[src/rtl/uart_pkg.sv]
// Shared UART definitions: FSM state encoding, frame width and counter sizing.
package uart_pkg;

   localparam int DATA_BITS = 8;

   localparam logic [2:0] IDLE  = 3'd0;
   localparam logic [2:0] POP   = 3'd1;
   localparam logic [2:0] WAIT  = 3'd2;
   localparam logic [2:0] START = 3'd3;
   localparam logic [2:0] DATA  = 3'd4;
   localparam logic [2:0] STOP  = 3'd5;

   // Width of a counter that must hold 0..clks_per_bit-1 (at least one bit).
   function automatic int cnt_width(input int clks_per_bit);
      return (clks_per_bit <= 2) ? 1 : $clog2(clks_per_bit);
   endfunction

endpackage

[src/rtl/fifo_uart_tx_if.sv]
// Read-side handshake between the keyboard byte FIFO and its consumer.
interface fifo_uart_tx_if;
   logic       fifo_empty;
   logic [7:0] fifo_data;
   logic       fifo_rd_en;

   // master: the reader that pops bytes; slave: the FIFO itself
   modport master (input fifo_empty, input fifo_data, output fifo_rd_en);
   modport slave  (output fifo_empty, output fifo_data, input fifo_rd_en);
endinterface

[src/rtl/baud_cnt.sv]
// Bit-period divider: counts 0..CLKS_PER_BIT-1 while run is high, held at 0 otherwise.
// bit_pre_end lets a caller register a strobe that lands on the last cycle of a bit.
module baud_cnt
   import uart_pkg::*;
#(
   parameter int CLKS_PER_BIT = 434
) (
   input  logic clk,
   input  logic rst_n,
   input  logic run,
   output logic bit_end,
   output logic bit_pre_end
);

   localparam int W = cnt_width(CLKS_PER_BIT);
   localparam logic [W-1:0] LAST = W'(CLKS_PER_BIT - 1);
   localparam logic [W-1:0] PRE  = W'(CLKS_PER_BIT - 2);

   logic [W-1:0] cnt;

   // Free-run within a bit period, wrap on the boundary, park at zero when idle.
   always_ff @(posedge clk or negedge rst_n) begin
      if (!rst_n) begin
         cnt <= '0;
      end else if (!run || cnt == LAST) begin
         cnt <= '0;
      end else begin
         cnt <= cnt + W'(1);
      end
   end

   assign bit_end     = run && (cnt == LAST);
   assign bit_pre_end = run && (cnt == PRE);

endmodule

[src/rtl/fifo_uart_tx.sv]
// Drains the keyboard byte FIFO onto an 8N1 UART line, LSB first.
//
// state | meaning
// IDLE  | line high, waiting for a byte and tx_en
// POP   | one-cycle FIFO read strobe
// WAIT  | FIFO data valid, load shift register
// START | start bit (low) for one bit period
// DATA  | eight data bits, LSB first
// STOP  | stop bit (high), tx_done on its last cycle
module fifo_uart_tx
   import uart_pkg::*;
#(
   parameter int CLK_FREQ     = 50000000,
   parameter int BAUD         = 115200,
   parameter int CLKS_PER_BIT = CLK_FREQ / BAUD
) (
   input  logic              clk,
   input  logic              rst_n,
   fifo_uart_tx_if.master    fifo,
   input  logic              tx_en,
   output logic              tx,
   output logic              busy,
   output logic              tx_done
);

   logic [2:0]           state;
   logic [DATA_BITS-1:0] shift;
   logic [2:0]           bit_cnt;
   logic                 run;
   logic                 bit_end;
   logic                 bit_pre_end;

   assign run = (state == START) || (state == DATA) || (state == STOP);

   baud_cnt #(
      .CLKS_PER_BIT (CLKS_PER_BIT)
   ) u_baud_cnt (
      .clk         (clk),
      .rst_n       (rst_n),
      .run         (run),
      .bit_end     (bit_end),
      .bit_pre_end (bit_pre_end)
   );

   // Sequencer: every output is loaded with the value it must show in the next state.
   always_ff @(posedge clk or negedge rst_n) begin
      if (!rst_n) begin
         state           <= IDLE;
         shift           <= '0;
         bit_cnt         <= '0;
         tx              <= 1'b1;
         busy            <= 1'b0;
         tx_done         <= 1'b0;
         fifo.fifo_rd_en <= 1'b0;
      end else begin
         fifo.fifo_rd_en <= 1'b0;
         tx_done         <= 1'b0;
         case (state)
            IDLE: begin
               if (!fifo.fifo_empty && tx_en) begin
                  state           <= POP;
                  fifo.fifo_rd_en <= 1'b1;
                  busy            <= 1'b1;
               end
            end
            POP: begin
               state <= WAIT;
            end
            WAIT: begin
               shift <= fifo.fifo_data;
               tx    <= 1'b0;
               state <= START;
            end
            START: begin
               if (bit_end) begin
                  tx    <= shift[0];
                  state <= DATA;
               end
            end
            DATA: begin
               if (bit_end) begin
                  if (bit_cnt == 3'(DATA_BITS - 1)) begin
                     tx      <= 1'b1;
                     bit_cnt <= '0;
                     state   <= STOP;
                  end else begin
                     // next bit is shift[1]; present it as the shift happens
                     shift   <= {1'b0, shift[DATA_BITS-1:1]};
                     tx      <= shift[1];
                     bit_cnt <= bit_cnt + 3'd1;
                  end
               end
            end
            STOP: begin
               if (bit_pre_end) begin
                  tx_done <= 1'b1;
               end
               if (bit_end) begin
                  state <= IDLE;
                  busy  <= 1'b0;
               end
            end
            default: begin
               state   <= IDLE;
               tx      <= 1'b1;
               busy    <= 1'b0;
               bit_cnt <= '0;
            end
         endcase
      end
   end

endmodule

[src/flat_wrapper.sv]
// flat-port wrapper written by rule: the top's interface ports become plain ports
module fifo_uart_tx_flat import uart_pkg::*;
#(
   parameter int CLK_FREQ     = 50000000,
   parameter int BAUD         = 115200,
   parameter int CLKS_PER_BIT = CLK_FREQ / BAUD
)
  (clk, rst_n, tx_en, tx, busy, tx_done, fifo_fifo_empty, fifo_fifo_data, fifo_fifo_rd_en);
  fifo_uart_tx_if fifo_i ();
  input  logic clk;
  input  logic rst_n;
  input  logic tx_en;
  output logic tx;
  output logic busy;
  output logic tx_done;
  input wire logic [$bits(fifo_i.fifo_empty)-1:0] fifo_fifo_empty;
  input wire logic [$bits(fifo_i.fifo_data)-1:0] fifo_fifo_data;
  output wire logic [$bits(fifo_i.fifo_rd_en)-1:0] fifo_fifo_rd_en;
  assign fifo_i.fifo_empty = fifo_fifo_empty;
  assign fifo_i.fifo_data = fifo_fifo_data;
  assign fifo_fifo_rd_en = fifo_i.fifo_rd_en;
  fifo_uart_tx #(.CLK_FREQ(CLK_FREQ), .BAUD(BAUD), .CLKS_PER_BIT(CLKS_PER_BIT)) u_core (.clk(clk), .rst_n(rst_n), .fifo(fifo_i), .tx_en(tx_en), .tx(tx), .busy(busy), .tx_done(tx_done));
endmodule
[config.mk]
export PLATFORM = sky130hd
export DESIGN_NAME = fifo_uart_tx_flat
export DESIGN_NICKNAME = d
export VERILOG_FILES = /design/src/rtl/uart_pkg.sv /design/src/rtl/fifo_uart_tx_if.sv /design/src/rtl/baud_cnt.sv /design/src/rtl/fifo_uart_tx.sv /design/src/flat_wrapper.sv
export SDC_FILE = /design/constraint.sdc
export NUM_CORES = 1
export LEC_CHECK = 0
export BUFFER_PORTS_ARGS = -buffer_cell sky130_fd_sc_hd__buf_2
export CAP_MARGIN = 20
export CORE_MARGIN = 5
export CORE_UTILIZATION = 60
export DETAILED_ROUTE_END_ITERATION = 12
export PLACE_DENSITY = 0.91
export SLEW_MARGIN = 20
export SYNTH_ARGS = -nofsm -noshare
export SYNTH_HDL_FRONTEND = slang
export SYNTH_SLANG_ARGS = --single-unit
[constraint.sdc]
create_clock -name clk -period 4.3 [get_ports clk]
set_input_delay 0.43 -clock clk [delete_from_list [all_inputs] [get_ports clk]]
set_output_delay 0.43 -clock clk [all_outputs]
set_load 0.02 [all_outputs]
======== Yosys cells after proc, flatten, opt, wreduce, memory -nomap -nowiden ========
Index checks and enable logic that the tools add are counted.
cells by class
  add/subtract/negate cells ............... 2
  eq/ne operators ......................... 14
  mux-type cells .......................... 24
  bitwise operators ....................... 3
  reductions and logical operators ........ 18
operator list
  operator             number
  $mux 3               7
  $eq 9x9->1 const B   2
  $pmux 3 s6           1
  $mux 8               2
  $pmux 8 s2           1
  $add 9x1->9 const B  1
  $eq 3x3->1 const B   3
  $mux 1               9
  $mux 9               1
  $reduce_and 3->1     3
  $ne 2x1->1 const B   4
  $eq 3x2->1 const B   2
  $pmux 3 s2           1
  $reduce_and 5->1     1
  $reduce_or 5->1      1
  $ne 2x2->1 const B   2
  $pmux 1 s4           1
  $reduce_or 4->1      1
  $add 3x1->3 const B  1
  $eq 3x1->1 const B   1
  $logic_and 1x1->1    3
  $logic_not 3->1      1
  $logic_or 1x1->1     3
  $not 1->1            3
  5 further kinds      6
storage, ports and cells
  flip-flop bits (word level) ............. 27
  bits of input ports ..................... 12
  output and inout bits ................... 4
  word-level logic and storage cells ...... 69

======== Depth between registers and ports, before layout ========
Gate-level depths: netlist of run 1.
  depth in word-level cells ............... 6
  depth in mapped cells ................... 7
  gate-level depth less buffers ........... 6

======== Modules after synthesis ========
A second synthesis of run 1 with hierarchy kept.
second synthesis, totals
  cell total of the unflattened synthesis .. 143
  area total of the unflattened synthesis .. 1,458.9 µm²
modules (own cells, without submodules)
  module        instances  cells each  area an instance (µm²)  sequential area each (µm²)
  fifo_uart_tx  1          94          975.9                   451.7
  baud_cnt      1          49          483.0                   225.2

======== Worst setup path before layout of run 1 ========
OpenSTA, ideal clock, no wires.
  path kind ............................... reg-to-reg
  start ................................... reg u_core.u_baud_cnt.cnt[6]
  end ..................................... reg u_core.shift[0]
  library setup time ...................... 0.125 ns
  data arrival time ....................... 2.203 ns
  required time ........................... 4.175 ns
  path slack .............................. 1.972 ns
  cell stages (with the launch flop) ...... 6
  cell sequence ........................... dfrtp_1 -> or4b_4 -> or3_1 -> buf_2 -> a221oi_4 -> mux2_2
on the way
  longest elaborated chain between the ends .. 4
ends and longest elaborated chain
  element                            line                text
  start: declaration                 baud_cnt.sv:19      logic [W-1:0] cnt;
  start signal: assignment           baud_cnt.sv:28      cnt <= cnt + W'(1);
  $eq 9x9->1                         baud_cnt.sv:32      assign bit_end = run && (cnt == LAST);
  $logic_and 1x1->1                  baud_cnt.sv:32
  $ne 2x1->1 (no source line)        n/a
  $reduce_and 3->1 (no source line)  n/a
  end signal: assignment             fifo_uart_tx.sv:70  shift <= fifo.fifo_data;
  end signal: assignment             fifo_uart_tx.sv:88  shift <= {1'b0, shift[DATA_BITS-1:1]};
  end: declaration                   fifo_uart_tx.sv:27  logic [DATA_BITS-1:0] shift;
Every way passes these cells.
A chain may end at the register's enable or synchronous reset.

======== Worst setup path after layout of run 1 ========
  start ................................... reg u_core.u_baud_cnt.cnt[6]
  end ..................................... reg u_core.shift[6]
Same word-level chain as after synthesis.

==> summary.txt, run 1 <==
clock share of power - 0.132
CTS root buffer - clkbuf_4
row cnt - 17
Seq/Total Area, Yosys - 0.477
Setup CP Type - flop to flop
Antenna Nets Post-Route - 0
Top Ports - 16
DR vias/cell - 5.80
final net count - 167
final slew viol count - 0
Worst-Skew Late Latency - 0.32 ns
Reg-to-Reg End - u_core.shift[6]
most common cell in the netlist - dfrtp_1
Register Area - 677 um^2
setup violators final - 0
Reg2Reg Depth - 4
final hold vios - 0
Wirelength per Cell - 14.8 um
area leader, netlist - dfrtp_1
GR Util All Layers - 0.174
global-route wire length before repair - 4.65 mm
routed vias - 1,026
Synth top cells by count - dfrtp_1, mux2_2, inv_1
die height - 58.6 um
antenna cells - 0
synthesized cell area - 1420 um^2
Filler cells - 166
WL final - 2.62 mm
initial DRC count - 32
GPL Wtd Cong - 0.840
CTS buffer count - 3
Async SR Flop Fraction - 1.00
Core Box Area - 2230 um^2
top cell type's share of synthesized area - 0.459
Syn Nets - 152
drt drc - 0
Sw Ratio - 0.369
Post-Syn Area per Cell - 10.5 um^2
# clock sinks - 27
Setup crit end kind - flop
die area - 3440 um^2
number of global-route vias before repair - 1,104
Setup Buffers After CTS - 0
reg2reg setup slack - 1.81 ns
area of the multi-input gates - 673 um^2
clock-pin slew on the worst setup and hold paths - 0.14 ns
min Tclk post-route - 2.49 ns
Layout Skew - 0.0120 ns
Post-synth EDFFs - 0
distinct cell type count after synthesis - 34
Slew @ Worst Pin - 0.636 ns
Die W - 58.6 um
Seq cells post-synth - 27
cell leakage power - 0.688 nW
RSZ-0062 raised after global routing - no
Longest Clk Path Bufs - 2
Required @ worst endpoint - 4.53 ns
proportion of layout cells with a drive suffix above 1 - 0.248
Logic pwr share - 0.370
Reg power frac - 0.499
hpwl dp - 2.00 mm
Pint - 512 uW
cell count after synthesis - 135
area delta synth->final - 8.55%
Hold Buf Count CTS - 0
total gr overflow - 0
Top FF cell, synth - dfrtp_1
RR Startpoint - u_core.u_baud_cnt.cnt[6]
setup_tns - 0 ns
power density over cell area - 527 nW/um^2
CTS tree - done
Hold WC Path Type - input port to async pin
CP Max Fanout - 8
f_max - 402 MHz
Rel. slew slack - 0.575
I/O Buffers - 15
Peak supply drop - 0.374 mV
initial antenna violation count - 0
worst hold slack - 0.0879 ns
CP startpoint kind - flop
max_cap viols - 0
Ys Warns - 0
Initial Utilization - 0.635
CTS H-tree depth - 1
first drt pass iteration count - 4
pin count of the biggest net entering global routing - 28
P_sw - 300 uW
period utilization - 0.579
CTS resizes - 0
Worst Path Arrival - 2.72 ns
status - completed
synth top area cells - dfrtp_1, mux2_2, ha_1
==> worst max-delay path, cell delays in order, from the launching register on <==
cell and delay, ns:
dfrtp_1 0.45, or4b_4 0.57, or3_1 0.47, a221oi_4 0.51, mux2_2 0.40
==> layout make-up <==
class | count | share of cell area
clock buffer | 3 | 0.0146
multi-input combinational | 90 | 0.437
tap | 28 | 0.0227
timing repair buffer | 16 | 0.0536
inverter | 12 | 0.0292
sequential | 27 | 0.439
clock inverter | 1 | 0.00325
==> power by group through the flow <==
stage / clock network (mW) / registers (mW) / logic [mW]
finish: 0.107 / 0.405 / 0.300
global route: 0.123 / 0.416 / 0.340
CTS: 0.113 / 0.403 / 0.303
detailed placement: 0 / 0.410 / 0.302
global placement: 0 / 0.402 / 0.286
floorplan: 0 / 0.375 / 0.256
==> through the flow <==
stage	worst slack, ns	total power [mW]	cells	cell area (um^2)	utilization
floorplan	1.97	0.631	135	1420	-
detailed placement	1.82	0.711	173	1510	0.677
CTS	1.81	0.819	177	1540	0.690
global placement	1.89	0.688	173	1510	0.677
finish	1.81	0.812	177	1540	0.690
global route	1.73	0.879	177	1540	0.690
==> per-layer routing <==
layer | global-route usage | vias to the layer above | wire length [um]
met4 | 0.0615 | 0 | 23
met5 | 0 | - | 0
met2 | 0.314 | 24 | 1390
met1 | 0.200 | 500 | 1110
met3 | 0.0395 | 4 | 105
li1 | - | 498 | -
==> layout by cell type, fill, tap and decap left out, types with 5 or more instances in the layout <==
cell type	netlist	layout
buf_2	1	15
o21ai_0	6	6
dfrtp_1	26	26
nand3_1	6	6
inv_1	12	12
nor3_1	5	5
mux2_2	14	14
ha_1	5	5
nand2_1	7	7
nor2_1	10	10
==> worst max path at each step <==
| stage | from | to | slack, ns | depth (start not counted) |
|---|---|---|---|---|
| floorplan | u_core.u_baud_cnt.cnt[6] | u_core.shift[0] | 1.97 | 5 |
| CTS | u_core.u_baud_cnt.cnt[6] | u_core.shift[6] | 1.81 | 4 |
| global placement | u_core.u_baud_cnt.cnt[6] | u_core.shift[3] | 1.89 | 4 |
| detailed placement | u_core.u_baud_cnt.cnt[6] | u_core.shift[6] | 1.82 | 4 |
| finish | u_core.u_baud_cnt.cnt[6] | u_core.shift[6] | 1.81 | 4 |
| global route | u_core.u_baud_cnt.cnt[6] | u_core.shift[6] | 1.73 | 4 |
==> logic make-up after synthesis <==
logic type               Yosys count  synth area share
XOR/XNOR                           5            0.0309
flip-flops                        27             0.477
AO/OA/AOI/OAI                     20             0.108
AND/OR/NAND/NOR                   43             0.159
buffers and inverters             18            0.0485
adder cells (fa/ha/maj)            5            0.0441
multiplexers                      17             0.132
==> sequential cells by signal, summed over array words and instances, names as in the netlist <==
| name | flops |
|---|---|
| u_core.u_baud_cnt.cnt | 9 |
| u_core.shift | 8 |
| u_core.busy | 1 |
| u_core.state | 3 |
| u_core.tx_done | 1 |
| u_core.fifo.fifo_rd_en | 1 |
| u_core.bit_cnt | 3 |
| u_core.tx | 1 |
Power figures use the tool's default switching activity.
==> run 2, diff against run 1 <==
--- a/config.mk
+++ b/config.mk
@@ -8,9 +8,9 @@
 export BUFFER_PORTS_ARGS = -buffer_cell sky130_fd_sc_hd__buf_2
 export CAP_MARGIN = 20
 export CORE_MARGIN = 5
-export CORE_UTILIZATION = 60
+export CORE_UTILIZATION = 57
 export DETAILED_ROUTE_END_ITERATION = 12
-export PLACE_DENSITY = 0.91
+export PLACE_DENSITY = 0.88
 export SLEW_MARGIN = 20
 export SYNTH_ARGS = -nofsm -noshare
 export SYNTH_HDL_FRONTEND = slang
==> constraint.sdc (replaced) <==
create_clock -name clk -period 2.35 [get_ports clk]
set_input_delay 0.235 -clock clk [delete_from_list [all_inputs] [get_ports clk]]
set_output_delay 0.235 -clock clk [all_outputs]
set_load 0.02 [all_outputs]
==> summary.txt, run 2 (synthesis results as in run 1) <==
Top reg by flops - u_core.u_baud_cnt.cnt
power density over cell area - 976 nW/um^2 (+85%)
Top Ports - 16 (unchanged)
initial DRC count - 35 (+9.4%)
Die W - 59.9 um (+2.1%)
Worst Path Arrival - 2.54 ns (-0.18 ns)
Rel. slew slack - 0.600 (+0.0252)
drt drc - 0 (unchanged)
CP Max Fanout - 8 (unchanged)
CP startpoint kind - flop
final net count - 178 (+6.6%)
Antenna Nets Post-Route - 0 (unchanged)
Worst-Skew Late Latency - 0.33 ns (about the same)
routed vias - 1,087 (+5.9%)
Reg power frac - 0.434 (-0.065)
I/O Buffers - 15 (unchanged)
pre-CTS setup slack - -0.0496 ns (-1.87 ns)
GPL Wtd Cong - 0.831 (-1.1%)
PnR worst setup slack - 0.0378 ns (-1.77 ns)
Required @ worst endpoint - 2.57 ns (-1.96 ns)
most frequent cells in the layout - dfrtp_1, buf_2, mux2_2
WL final - 2.91 mm (+11%)
Final Core Density - 0.677 (-0.0122)
RSZ-0062 raised after global routing - yes
final slew viol count - 0 (unchanged)
area delta synth->final - 16.1%
initial antenna violation count - 0 (unchanged)
die area - 3590 um^2 (+4.3%)
Core Box Area - 2430 um^2 (+8.9%)
f_max - 432 MHz (+7.7%)
antenna cells - 0 (unchanged)
Layout Skew - 0.00738 ns (-0.00464 ns)
Hold WC Path Type - input port to flop
period utilization - 0.984 (+0.405)
die height - 59.9 um (+2.1%)
Setup CP Type - flop to flop
status - completed
clock-pin slew on the worst setup and hold paths - 0.14 ns (about the same)
P_sw - 583 uW (+95%)
global-route wire length before repair - 4.75 mm (+2.2%)
cell leakage power - 0.749 nW (+8.8%)
final hold vios - 0 (unchanged)
Register Area - 677 um^2 (unchanged)
pin count of the biggest net entering global routing - 28 (unchanged)
Filler cells - 196 (+18%)
most common cell after layout, fill and taps aside - dfrtp_1
hpwl dp - 2.16 mm (+8.0%)
max_cap viols - 0 (unchanged)
CTS H-tree depth - 1 (unchanged)
max FFs per register - 9 (unchanged)
area of the multi-input gates - 682 um^2 (+1.3%)
Setup crit end kind - flop
Top Registers - u_core.u_baud_cnt.cnt x9, u_core.shift x8
total gr overflow - 0 (unchanged)
Slew @ Worst Pin - 0.600 ns (-0.0358 ns)
CTS root buffer - clkbuf_4
Pint - 1.03 mW (+100%)
Peak supply drop - 0.904 mV (+140%)
Longest Clk Path Bufs - 2 (unchanged)
setup violators final - 0 (unchanged)
Logic pwr share - 0.440 (+0.070)
first drt pass iteration count - 4 (unchanged)
Wirelength per Cell - 15.3 um (+3.3%)
clock share of power - 0.125 (-0.007)
# clock sinks - 27 (unchanged)
CTS buffer count - 3 (unchanged)
Sw Ratio - 0.363 (-0.00640)
Initial Utilization - 0.583 (-0.0520)
number of global-route vias before repair - 1,053 (-4.6%)
CTS tree - done
row cnt - 18 (+1)
min Tclk post-route - 2.31 ns (-0.178 ns)
GR Util All Layers - 0.181 (+0.00714)
DR vias/cell - 5.72 (-1.3%)
proportion of layout cells with a drive suffix above 1 - 0.294 (+0.0454)
==> run 2: cell types whose count changed in the layout (fill, tap and decap cells not counted) <==
cell | previous run | this run
clkinv_2 | 1 | 0
clkbuf_1 | 0 | 1
buf_12 | 0 | 1
dlygate4sd3_1 | 0 | 1
or3_1 | 4 | 3
or3_4 | 0 | 1
buf_4 | 1 | 10
mux2_4 | 0 | 1
mux2_2 | 14 | 13
==> run 2: layout make-up <==
cell class | instances | share of cell area
Sequential cell | 27 | 0.411
Tap cell | 30 | 0.0228
Multi-Input combinational cell | 90 | 0.414
Clock buffer | 4 | 0.0159
Inverter | 12 | 0.0273
Timing Repair Buffer | 27 | 0.109
==> run 2: path summary, 6_finish.rpt <==
| kind | from | to | slack [ns] | cells after the start |
|---|---|---|---|---|
| worst max-delay path | u_core.u_baud_cnt.cnt[3] | u_core.shift[0] | 0.04 | 5 |
| min in group asynchronous | rst_n | u_core.busy | 0.43 | 2 |
| max in group asynchronous | rst_n | u_core.u_baud_cnt.cnt[4] | 1.53 | 2 |
| worst min-delay path | fifo_fifo_data[7] | u_core.shift[7] | 0.15 | 3 |
| worst min register to register | u_core.shift[3] | u_core.shift[3] | 0.52 | 1 |
| worst max register to register | u_core.u_baud_cnt.cnt[3] | u_core.shift[0] | 0.04 | 5 |
==> run 2: power by group through the flow <==
stage	combinational, mW	sequential, mW	clock [mW]
2_1_floorplan	0.469	0.685	0
6_report	0.708	0.698	0.202
3_3_place_gp	0.598	0.695	0
4_1_cts	0.696	0.698	0.206
3_5_place_dp	0.640	0.706	0
5_1_grt	0.770	0.714	0.229
==> run 2: timing repair <==
action                                  in CTS  in global routing
hold buffers                                 1                  0
setup buffers                                1                  3
pin swaps                                    1                  3
hold endpoints to repair                    26                  0
endpoints found under the setup margin       7                  7
resized for setup                            0                  2
==> run 2: metal layers <==
metal	GRT usage	part of all wire	up-vias
met1	0.215	0.41	537
met3	0.0259	0.035	6
li1	-	-	517
met5	0	0	-
met4	0.0981	0.029	0
met2	0.312	0.52	27
==> run 2: critical path: stages (launching register included) <==
cell and delay [ns]:
dfrtp_1 0.41, or4b_4 0.56, or3_4 0.43, a221oi_4 0.32
buf_12 0.17, mux2_2 0.32
==> run 2: per-stage QoR <==
stage          cells  total power [mW]  setup TNS (ns)  hold slack, ns  area, um^2
2_1_floorplan    135              1.15               0         -0.0606        1420
3_3_place_gp     181              1.29               0           0.260        1560
3_5_place_dp     181              1.35          -0.304           0.274        1560
4_1_cts          187              1.60               0           0.144        1620
5_1_grt          190              1.71         -0.0831           0.166        1650
6_report         190              1.61               0           0.146        1650
